File: src/rtl/alu_flow_unit.sv
// alu_flow_unit: program-flow stage behind the 20-bit ALU logic/shift unit.
// It holds the {C,S,Z} status register and resolves conditional jumps against it.
// It sends registered branch decisions to fetch.
// It parks the core in TRAP on an explicit trap or an illegal opcode until trap_clr.
module alu_flow_unit #(
  parameter int DATA_W = 20,
  parameter int ADDR_W = 20,
  parameter int CNT_W  = 16
) (
  input  logic              clk,
  input  logic              rst_n,
  input  logic              in_valid,
  output logic              in_ready,
  input  logic [3:0]        op,
  input  logic [DATA_W-1:0] alu_result,
  input  logic              alu_zero,
  input  logic              alu_carry,
  input  logic [DATA_W-1:0] operand,
  input  logic              trap_clr,
  output logic [2:0]        status,
  output logic              br_valid,
  output logic              br_taken,
  output logic [ADDR_W-1:0] br_target,
  output logic              trap,
  output logic              trap_cause,
  output logic [CNT_W-1:0]  retired
);

  typedef enum logic {
    ST_RUN  = 1'b0,
    ST_TRAP = 1'b1
  } state_e;

  typedef enum logic [3:0] {
    OP_NOP   = 4'd0,
    OP_FLAGS = 4'd1,
    OP_JMP   = 4'd2,
    OP_JZ    = 4'd3,
    OP_JS    = 4'd4,
    OP_JZS   = 4'd5,
    OP_LSR   = 4'd6,
    OP_XSR   = 4'd7,
    OP_TRAP  = 4'd8
  } op_e;

  state_e state;
  logic   accept;
  logic   cond;
  logic   is_jump;
  logic   flag_z;
  logic   flag_s;

  // Only the sign bit of the ALU result feeds the status register.
  logic unused_result_bits;
  assign unused_result_bits = ^alu_result[DATA_W-2:0];

  assign flag_z   = status[0];
  assign flag_s   = status[1];

  // Handshake and trap indication come straight from the state register.
  assign in_ready = (state == ST_RUN);
  assign trap     = (state == ST_TRAP);
  assign accept   = in_valid && in_ready;

  // Resolve the jump condition against the status held before this op.
  always_comb begin
    // NOTE: every combinational output gets a default first so that no path leaves it unassigned, which would infer a latch.
    cond    = 1'b0;
    is_jump = 1'b0;
    case (op)
      OP_JMP: begin cond = 1'b1;            is_jump = 1'b1; end
      OP_JZ:  begin cond = flag_z;          is_jump = 1'b1; end
      OP_JS:  begin cond = flag_s;          is_jump = 1'b1; end
      OP_JZS: begin cond = flag_z | flag_s; is_jump = 1'b1; end
      default: ;
    endcase
  end

  // Run/trap FSM together with all the architectural state it owns.
  always_ff @(posedge clk or negedge rst_n) begin
    // NOTE: sequential state uses non-blocking assignments, so every register samples pre-edge values and process order cannot create races.
    if (!rst_n) begin
      state      <= ST_RUN;
      status     <= 3'b000;
      br_valid   <= 1'b0;
      br_taken   <= 1'b0;
      br_target  <= '0;
      trap_cause <= 1'b0;
      retired    <= '0;
    end else begin
      br_valid <= 1'b0;
      case (state)
        ST_RUN: begin
          if (accept) begin
            if (op < OP_TRAP) begin
              retired <= retired + CNT_W'(1);
            end
            if (is_jump) begin
              br_valid  <= 1'b1;
              br_taken  <= cond;
              br_target <= operand[ADDR_W-1:0];
            end
            case (op)
              OP_FLAGS: status <= {alu_carry, alu_result[DATA_W-1], alu_zero};
              OP_LSR:   status <= operand[2:0];
              OP_XSR:   status <= status ^ operand[2:0];
              OP_NOP, OP_JMP, OP_JZ, OP_JS, OP_JZS: ;
              OP_TRAP: begin
                state      <= ST_TRAP;
                trap_cause <= 1'b0;
              end
              default: begin
                state      <= ST_TRAP;
                trap_cause <= 1'b1;
              end
            endcase
          end
        end
        ST_TRAP: begin
          if (trap_clr) begin
            state <= ST_RUN;
          end
        end
        default: state <= ST_RUN;
      endcase
    end
  end

endmodule

File: config.mk
export PLATFORM = sky130hd
export DESIGN_NAME = alu_flow_unit
export DESIGN_NICKNAME = d
export VERILOG_FILES = /design/src/rtl/alu_flow_unit.sv
export SDC_FILE = /design/constraint.sdc
export NUM_CORES = 1
export LEC_CHECK = 0
export BUFFER_PORTS_ARGS = -buffer_cell sky130_fd_sc_hd__clkbuf_2
export CORE_ASPECT_RATIO = 0.7
export CORE_MARGIN = 3
export CORE_UTILIZATION = 45
export DETAILED_ROUTE_END_ITERATION = 8
export GPL_TIMING_DRIVEN = 0
export PLACE_DENSITY = 0.84
export SETUP_SLACK_MARGIN = 0.05
export SYNTH_ARGS = -nofsm -noshare
export SYNTH_HDL_FRONTEND = slang
export SYNTH_SLANG_ARGS = --single-unit
File: constraint.sdc
create_clock -name clk -period 1.98 [get_ports clk]
set_input_delay 0.297 -clock clk [delete_from_list [all_inputs] [get_ports clk]]
set_output_delay 0.297 -clock clk [all_outputs]
set_load 0.02 [all_outputs]
Word-level counts from Yosys, hierarchy flattened
Cells that the tools add are included.
Storage, ports and cells
  input port bits: 50
  flip-flop bits (word level): 43
  word-level logic and storage cells: 41
  output and inout bits: 44
Operators by class
  reduce and logical (&&, ||, !) cells: 9
  muxes and demuxes: 11
  equal/unequal tests: 8
  add/subtract/negate cells: 1
  $lt $le $gt $ge: 1
  bitwise logic cells: 4
Operators by type and width (number)
  adder 16 x 1 -> 16 bit (second input constant): 1
  equality test 4 x 3 -> 1 bit (second input constant): 4
  AND reduction 3 bit: 4
  case mux 3 bit (3 select lines): 1
  equality test 4 x 2 -> 1 bit (second input constant): 2
  OR reduction 8 bit: 1
  2-to-1 mux 1 bit: 7
  equality test 4 x 1 -> 1 bit (second input constant): 1
  equality test 4 bit (second input constant): 1
  zero test 4 bit: 1
  less-than comparator 4 bit (second input constant): 1
  case mux 1 bit (2 select lines): 2
  case mux 1 bit (4 select lines): 1
  OR reduction 4 bit: 1
  nonzero test 3 bit: 1
  XOR 3 bit: 1
  inverter 1 bit: 2
  logical AND 1 bit: 1
  OR 1 bit: 1

Longest topological paths before layout
Gate-level depths: netlist (run 1).
  word-level depth: 6
  depth in mapped cells: 5
  depth with buffers taken out: 4

Least setup slack after synthesis (run 1)
No wires, ideal clock.
  kind: flip-flop to flip-flop
  start point: reg retired[4]
  end point: reg retired[13]
  arrival: 1.446 ns
  clock period less this slack: 1.525 ns
  library setup time: 0.080 ns
  stages on the path, launching flop included: 5
  path slack: 0.455 ns
  required time: 1.900 ns
  path buffers: 0
  path through: dfrtp_1 -> and4_1 -> nand4_1 -> nor4_1 -> xor2_1
On the way
  cells in the longest elaborated chain, start to end: 1
Ends and longest elaborated chain
  start: declaration: line 26  | output logic [CNT_W-1:0] retired
  start signal: assignment: line 96  | retired <= retired + CNT_W'(1);
  adder 16 x 1 -> 16 bit: line 96
Every way passes these cells.
A chain may end at the register's enable or synchronous reset.

Final worst setup path (run 1)
  start point: reg state, in the netlist trap
  end point: reg br_target[10]
On the way
  cells in the longest elaborated chain, start to end: 3
Ends and longest elaborated chain
  start: declaration: line 46  | state_e state;
  start signal: assignment: line 83  | state <= ST_RUN;
  start signal: assignment: line 109  | state <= ST_TRAP;
  start signal: assignment: line 113  | state <= ST_TRAP;
  inverter 1 bit (no line) *
  logical AND 1 bit: line 63  | assign accept = in_valid && in_ready;
  AND reduction 3 bit (no line) *
  end signal: assignment: line 101  | br_target <= operand[ADDR_W-1:0];
  end: declaration: line 23  | output logic [ADDR_W-1:0] br_target,
Every way passes the cells marked *; elsewhere a longest branch is shown, timed or not.

==> flow_summary.yaml, run 1 <==
power:
  p_leak_nw: 1.197
  ir_worst_vdd_mv: 0.6690
  p_per_area_mw_per_mm2: 1103
setup_path:
  path_max_fanout: 10
  crit_chain: "nor3b_4 > nand2_1 > buf_2 > mux2_2"
  cpPeakStageDelay_ps: 420
  path_buf_inv: 1
  required_ps: 2150
  worstPathArrival_ps: 1760
  endpoint_kind: "register"
  cpMaxStageDelayCell: "dfrtp_1"
  start_kind: "register"
  worstSetupPathType: "register to register"
  cp_top_family: "simple AND/OR/NAND/NOR gates"
placed_design:
  dp_hpwl_mm: 2.944
  port_buffers: 73
  place_congestion: 0.7734
  pre_cts_ws_ps: 289.8
yosys:
  ys_types: 28
  yosysWarnings: 0
  synthTopCellsByArea: "dfrtp_1 58%, mux2_2 13%, xnor2_1 4.3%"
  syn_area_mm2: 0.001846
  netlist.area_leader.share_pct: 58.31
  ys_ff_latch: 43
  postSynthAreaPerCell_um2: 12.55
  netlist_instances: 147
  synth_top_area_cell: "dfrtp_1"
  yosysSeqAreaShare_pct: 58.31
  synth_nets: 198
clocking:
  insertion_delay_ps: 290
  cts_setup_buffers: 0
  cts_tree: "built"
  cts_root_buf: "clkbuf_8"
  cts-resized-gates: 0
  clk_pin_slew_ps: 80
  cts_buffers: 5
  cts_sinks: 43
  clk_path_buf_depth: 2
  cts-hold-fix-buffers: 0
  h-tree-depth: 2
sta:
  setup_tns_ps: 0
  timing_hold_violations_final: 0
  period_share_pct: 80.32
  fin_crit_ps: 1590
  skew_ps: 5.417
  slew_headroom_pct: 32.75
  finalWorstSetupSlack_ps: 389.6
  rsz0062_at_grt: "no"
  final_max_slew_viol_count: 0
  clock.fmax_mhz: 628.8
  setup_viol: 0
  worst_pin_slew_ps: 1009
die:
  rows: 18
  die_h_um: 59.58
  dieArea_mm2: 0.004918
  start_util_pct: 49.66
  die_w_um: 82.54
  core_mm2: 0.003716
  ios: 94
final_layout:
  nNetsFinal: 278
  syn_to_final_growth_pct: 27.93
  antenna_cells: 0
  fillers: 326
  multi_input_area_um2: 730.7
  drive_above_1_share_pct: 48.02
  seqCellArea_mm2: 0.001076
global_routing:
  grt_pass1_vias: 1355
  grt_overflow_total: 0
  grt_antenna_before_repair: 0
  grt_pass1_wl_mm: 6.106
  grtUsageTotal_pct: 16.40
  grt_max_degree: 44
routing:
  drc_errors: 0
  ant_nets: 0
  wl_per_cell_um: 13.56
  firstDrtPassIters: 4
  routed_wl_mm: 3.755
  vias_per_cell: 5.141
  vias: 1424
  initialDrtViolationCount: 50
flow_run:
  max_cap_viol_count: 0
outcome:
  status: "completed"
min_path:
  min_path_type: "input port to async pin"
==> Yosys cell counts <==
cell type  number
a21oi_1         4
a311oi_1        2
a31oi_1         5
and3_1          2
and4_1          1
buf_2           4
dfrtp_1        43
ha_1            1
inv_1           5
mux2_2         21
nand2_1         9
nand2b_1        1
nand3_1         5
nand4_1         4
nand4_2         1
nor2_1          3
nor3_1          2
nor3b_1         1
nor3b_4         1
nor4_1          2
nor4_2          1
o21a_1          1
o21ai_0         7
o22ai_1         1
or3_1           3
or3b_2          1
xnor2_1         9
xor2_1          7
==> through the flow <==
step	hold WS [ps]	instances	total power, mW	area, µm²	utilization, %
floorplan	1.409	147	1.743	1846	-
global placement	457.8	270	2.049	2273	61.18
detailed placement	458.9	270	2.081	2273	61.18
CTS	180.7	277	2.640	2361	63.54
global route	208.0	277	2.759	2361	63.54
finish	163.5	277	2.604	2361	63.54
==> cell type report <==
type | instances | share of cell area (%)
buffer | 4 | 0.8479
clock buffer | 6 | 3.498
clock inverter | 1 | 0.2120
inverter | 5 | 0.7949
multi-input combinational | 95 | 30.95
sequential | 43 | 45.57
tap | 50 | 2.650
timing repair buffer | 73 | 15.47
==> final timing paths <==
| path | slack, ps | to | from | cells after the start |
|---|---|---|---|---|
| hold / removal | 160 | retired[15] | rst_n | 1 |
| setup / recovery | 390 | br_target[10] | trap | 4 |
| min in group clk | 190 | trap | trap_clr | 2 |
| hold reg to reg | 470 | retired[15] | retired[15] | 1 |
| setup reg to reg | 390 | br_target[10] | trap | 4 |
| max in group asynchronous | 1200 | br_target[16] | rst_n | 1 |
==> state kept, by name, summed over array words and instances (netlist names) <==
signal / count
retired: 16
trap: 1
br_target: 20
br_taken: 1
br_valid: 1
trap_cause: 1
status: 3
==> metal layers <==
metal  global-route usage [%]  vias up  routed length [µm]
met1                    22.20      685                1699
met5                        0        -                   0
met2                    24.43       52                1642
met4                    4.895        0                  38
li1                         -      682                   -
met3                    6.383        5                 375
==> placed cells by master (no fill, tap or decap), drive strengths merged <==
master / count
inv: 5
or3: 3
o21ai: 7
nor3b: 2
xnor2: 9
dfrtp: 43
nand2b: 1
a311oi: 2
nand2: 9
a31oi: 5
xor2: 7
a21oi: 4
and3: 2
buf: 4
nor3: 2
and4: 1
nor4: 3
nand4: 5
mux2: 21
o22ai: 1
clkinv: 1
o21a: 1
or3b: 1
nor2: 3
ha: 1
nand3: 5
clkbuf: 79
==> where the power goes <==
group / internal (mW) / switching, mW / total (mW)
logic: 0.327 / 0.477 / 0.803
clock network: 0.274 / 0.282 / 0.555
registers: 1.08 / 0.165 / 1.25
==> cell families (layout without fill, tap and decap cells) <==
| kind of cell | after synthesis | after routing | synth area share, % |
|---|---|---|---|
| fa+ha+maj | 1 | 1 | 0.6779 |
| compound gates | 20 | 20 | 6.373 |
| xor+xnor | 16 | 16 | 7.594 |
| mux | 21 | 21 | 12.81 |
| flops | 43 | 43 | 58.30 |
| buf+inv | 9 | 89 | 2.102 |
| simple gates | 37 | 37 | 12.14 |
(Power assumes the default switching activity.)
==> inputs of run 2 (changes only) <==
==> constraint.sdc (replaced) <==
create_clock -name clk -period 1.5 [get_ports clk]
set_input_delay 0.225 -clock clk [delete_from_list [all_inputs] [get_ports clk]]
set_output_delay 0.225 -clock clk [all_outputs]
set_load 0.02 [all_outputs]
==> run 2 against run 1 <==
Effect of this change:
- cell count grew 3.6%
- maximum frequency grew 12%
- first-iteration DRC count grew 44%
- critical path depth grew 1
- total power grew 36%
- die area is the same
- largest power group unchanged
- clock-buffer cell count grew 1
==> flow_summary.yaml, run 2 (same netlist as run 1, synthesis figures left out) <==
final_layout:
  reg_top3: "br_target: 20 flops, retired: 16 flops, status: 3 flops"
  mostFrequentLayoutCells: "73 x clkbuf_2, 38 x dfrtp_1, 21 x mux2_2, 9 x xnor2_1, 8 x nand2_1"
  syn_to_final_growth_pct: 38.85
  antenna_cells: 0
  nNetsFinal: 287
  final_common_cell: "clkbuf_2"
  regMostFlops: "br_target"
  final_util_pct: 68.96
  largest_register_ffs: 20
  fillers: 285
  drive_above_1_share_pct: 54.85
clocking:
  clk_path_buf_depth: 2
  cts_tree: "built"
  h-tree-depth: 2
  cts_root_buf: "clkbuf_8"
  cts_sinks: 43
  clk_pin_slew_ps: 80
  cts-hold-fix-buffers: 0
  cts_buffers: 5
  insertion_delay_ps: 290
die:
  dieArea_mm2: 0.004918
  die_h_um: 59.58
  die_w_um: 82.54
  rows: 18
  start_util_pct: 49.66
  core_mm2: 0.003716
  ios: 94
setup_path:
  endpoint_kind: "register"
  worstPathArrival_ps: 1640
  start_kind: "register"
  path_max_fanout: 6
  startpoint: "trap"
  r2r_start: "trap"
  required_ps: 1720
  worstSetupPathType: "register to register"
sta:
  setup_viol: 0
  timing_hold_violations_final: 0
  skew_ps: 10.61
  holdWs_ps: 107.1
  period_share_pct: 94.88
  rsz0062_at_grt: "yes"
  worst_pin_slew_ps: 1042
  final_max_slew_viol_count: 0
  setup_tns_ps: 0
  slew_headroom_pct: 30.55
  fin_crit_ps: 1423
  clock.fmax_mhz: 702.6
routing:
  maxUsedRoutingLayer: "met4"
  ant_nets: 0
  vias_per_cell: 5.188
  wl_per_cell_um: 13.85
  wl_met1_mm: 1.814
  vias: 1489
  routed_wl_mm: 3.974
  initialDrtViolationCount: 72
  dr_wl_met2_mm: 1.740
  drc_errors: 0
  firstDrtPassIters: 4
  wl_met3_um: 393
placed_design:
  port_buffers: 73
  place_congestion: 0.8526
  dp_hpwl_mm: 2.875
global_routing:
  grt_pass1_vias: 1384
  grt_antenna_before_repair: 0
  grt_overflow_total: 0
  grt_max_degree: 44
  grtUsageTotal_pct: 16.54
  grt_pass1_wl_mm: 6.189
power:
  p_per_area_mw_per_mm2: 1380
  ir_worst_vdd_mv: 0.9806
  p_leak_nw: 1.261
min_path:
  min_path_type: "input port to async pin"
flow_run:
  max_cap_viol_count: 0
outcome:
  status: "completed"
-- run 2: final cells by class --
class	instances	area (µm²)	share of cell area (%)
Inverter	5	18.77	0.7324
Buffer	4	42.54	1.660
Timing Repair Buffer	82	457.9	17.87
Clock inverter	1	5.005	0.1953
Tap cell	50	62.56	2.441
Sequential cell	43	1082	42.24
Clock buffer	7	86.33	3.369
Multi-Input combinational cell	95	807.0	31.49
-- run 2: through the flow --
step	cell area (µm²)	cells	worst slack, ps	power (mW)
2_1_floorplan	1869	147	54.51	2.307
3_3_place_gp	2297	270	-49.61	2.716
3_5_place_dp	2297	270	-100.5	2.751
4_1_cts	2432	280	58.85	3.511
5_1_grt	2562	287	-15.32	3.746
6_report	2562	287	76.75	3.536
-- run 2: worst max-delay path, cell delays in order, from the launching register on --
cell	delay, ps
dfrtp_2	420
nor3b_4	200
buf_6	150
nand4_4	180
nor4_4	260
xor2_1	160
-- run 2: where the power goes --
part | leakage [nW] | internal [mW] | total (mW) | switching [mW]
Combinational | 0.692 | 0.479 | 1.14 | 0.660
Clock | 0.0482 | 0.371 | 0.737 | 0.366
Sequential | 0.520 | 1.43 | 1.66 | 0.232
Total | 1.26 | 2.28 | 3.54 | 1.26
-- run 2: routing by layer --
metal | up-vias | track usage (%)
li1 | 715 | -
met1 | 700 | 22.02
met2 | 70 | 26.14
met3 | 4 | 6.383
met4 | 0 | 2.797
met5 | - | 0
-- run 2: repair_timing --
item / in CTS / in global routing
endpoints found under the setup margin: 26 / 24
pin swaps: 3 / 6
setup buffers: 2 / 6
gates resized for setup: 5 / 14
gates cloned: 0 / 1
hold endpoints to repair: 0 / 0
-- run 2: final timing paths --
| check | to | slack [ps] | cells past startpoint |
|---|---|---|---|
| min in group clk | trap | 120 | 2 |
| worst min register to register | retired[15] | 470 | 1 |
| worst min-delay path | retired[8] | 110 | 1 |
| worst max-delay path | retired[14] | 80 | 5 |
| max in group asynchronous | trap | 680 | 1 |
| worst max register to register | retired[14] | 80 | 5 |
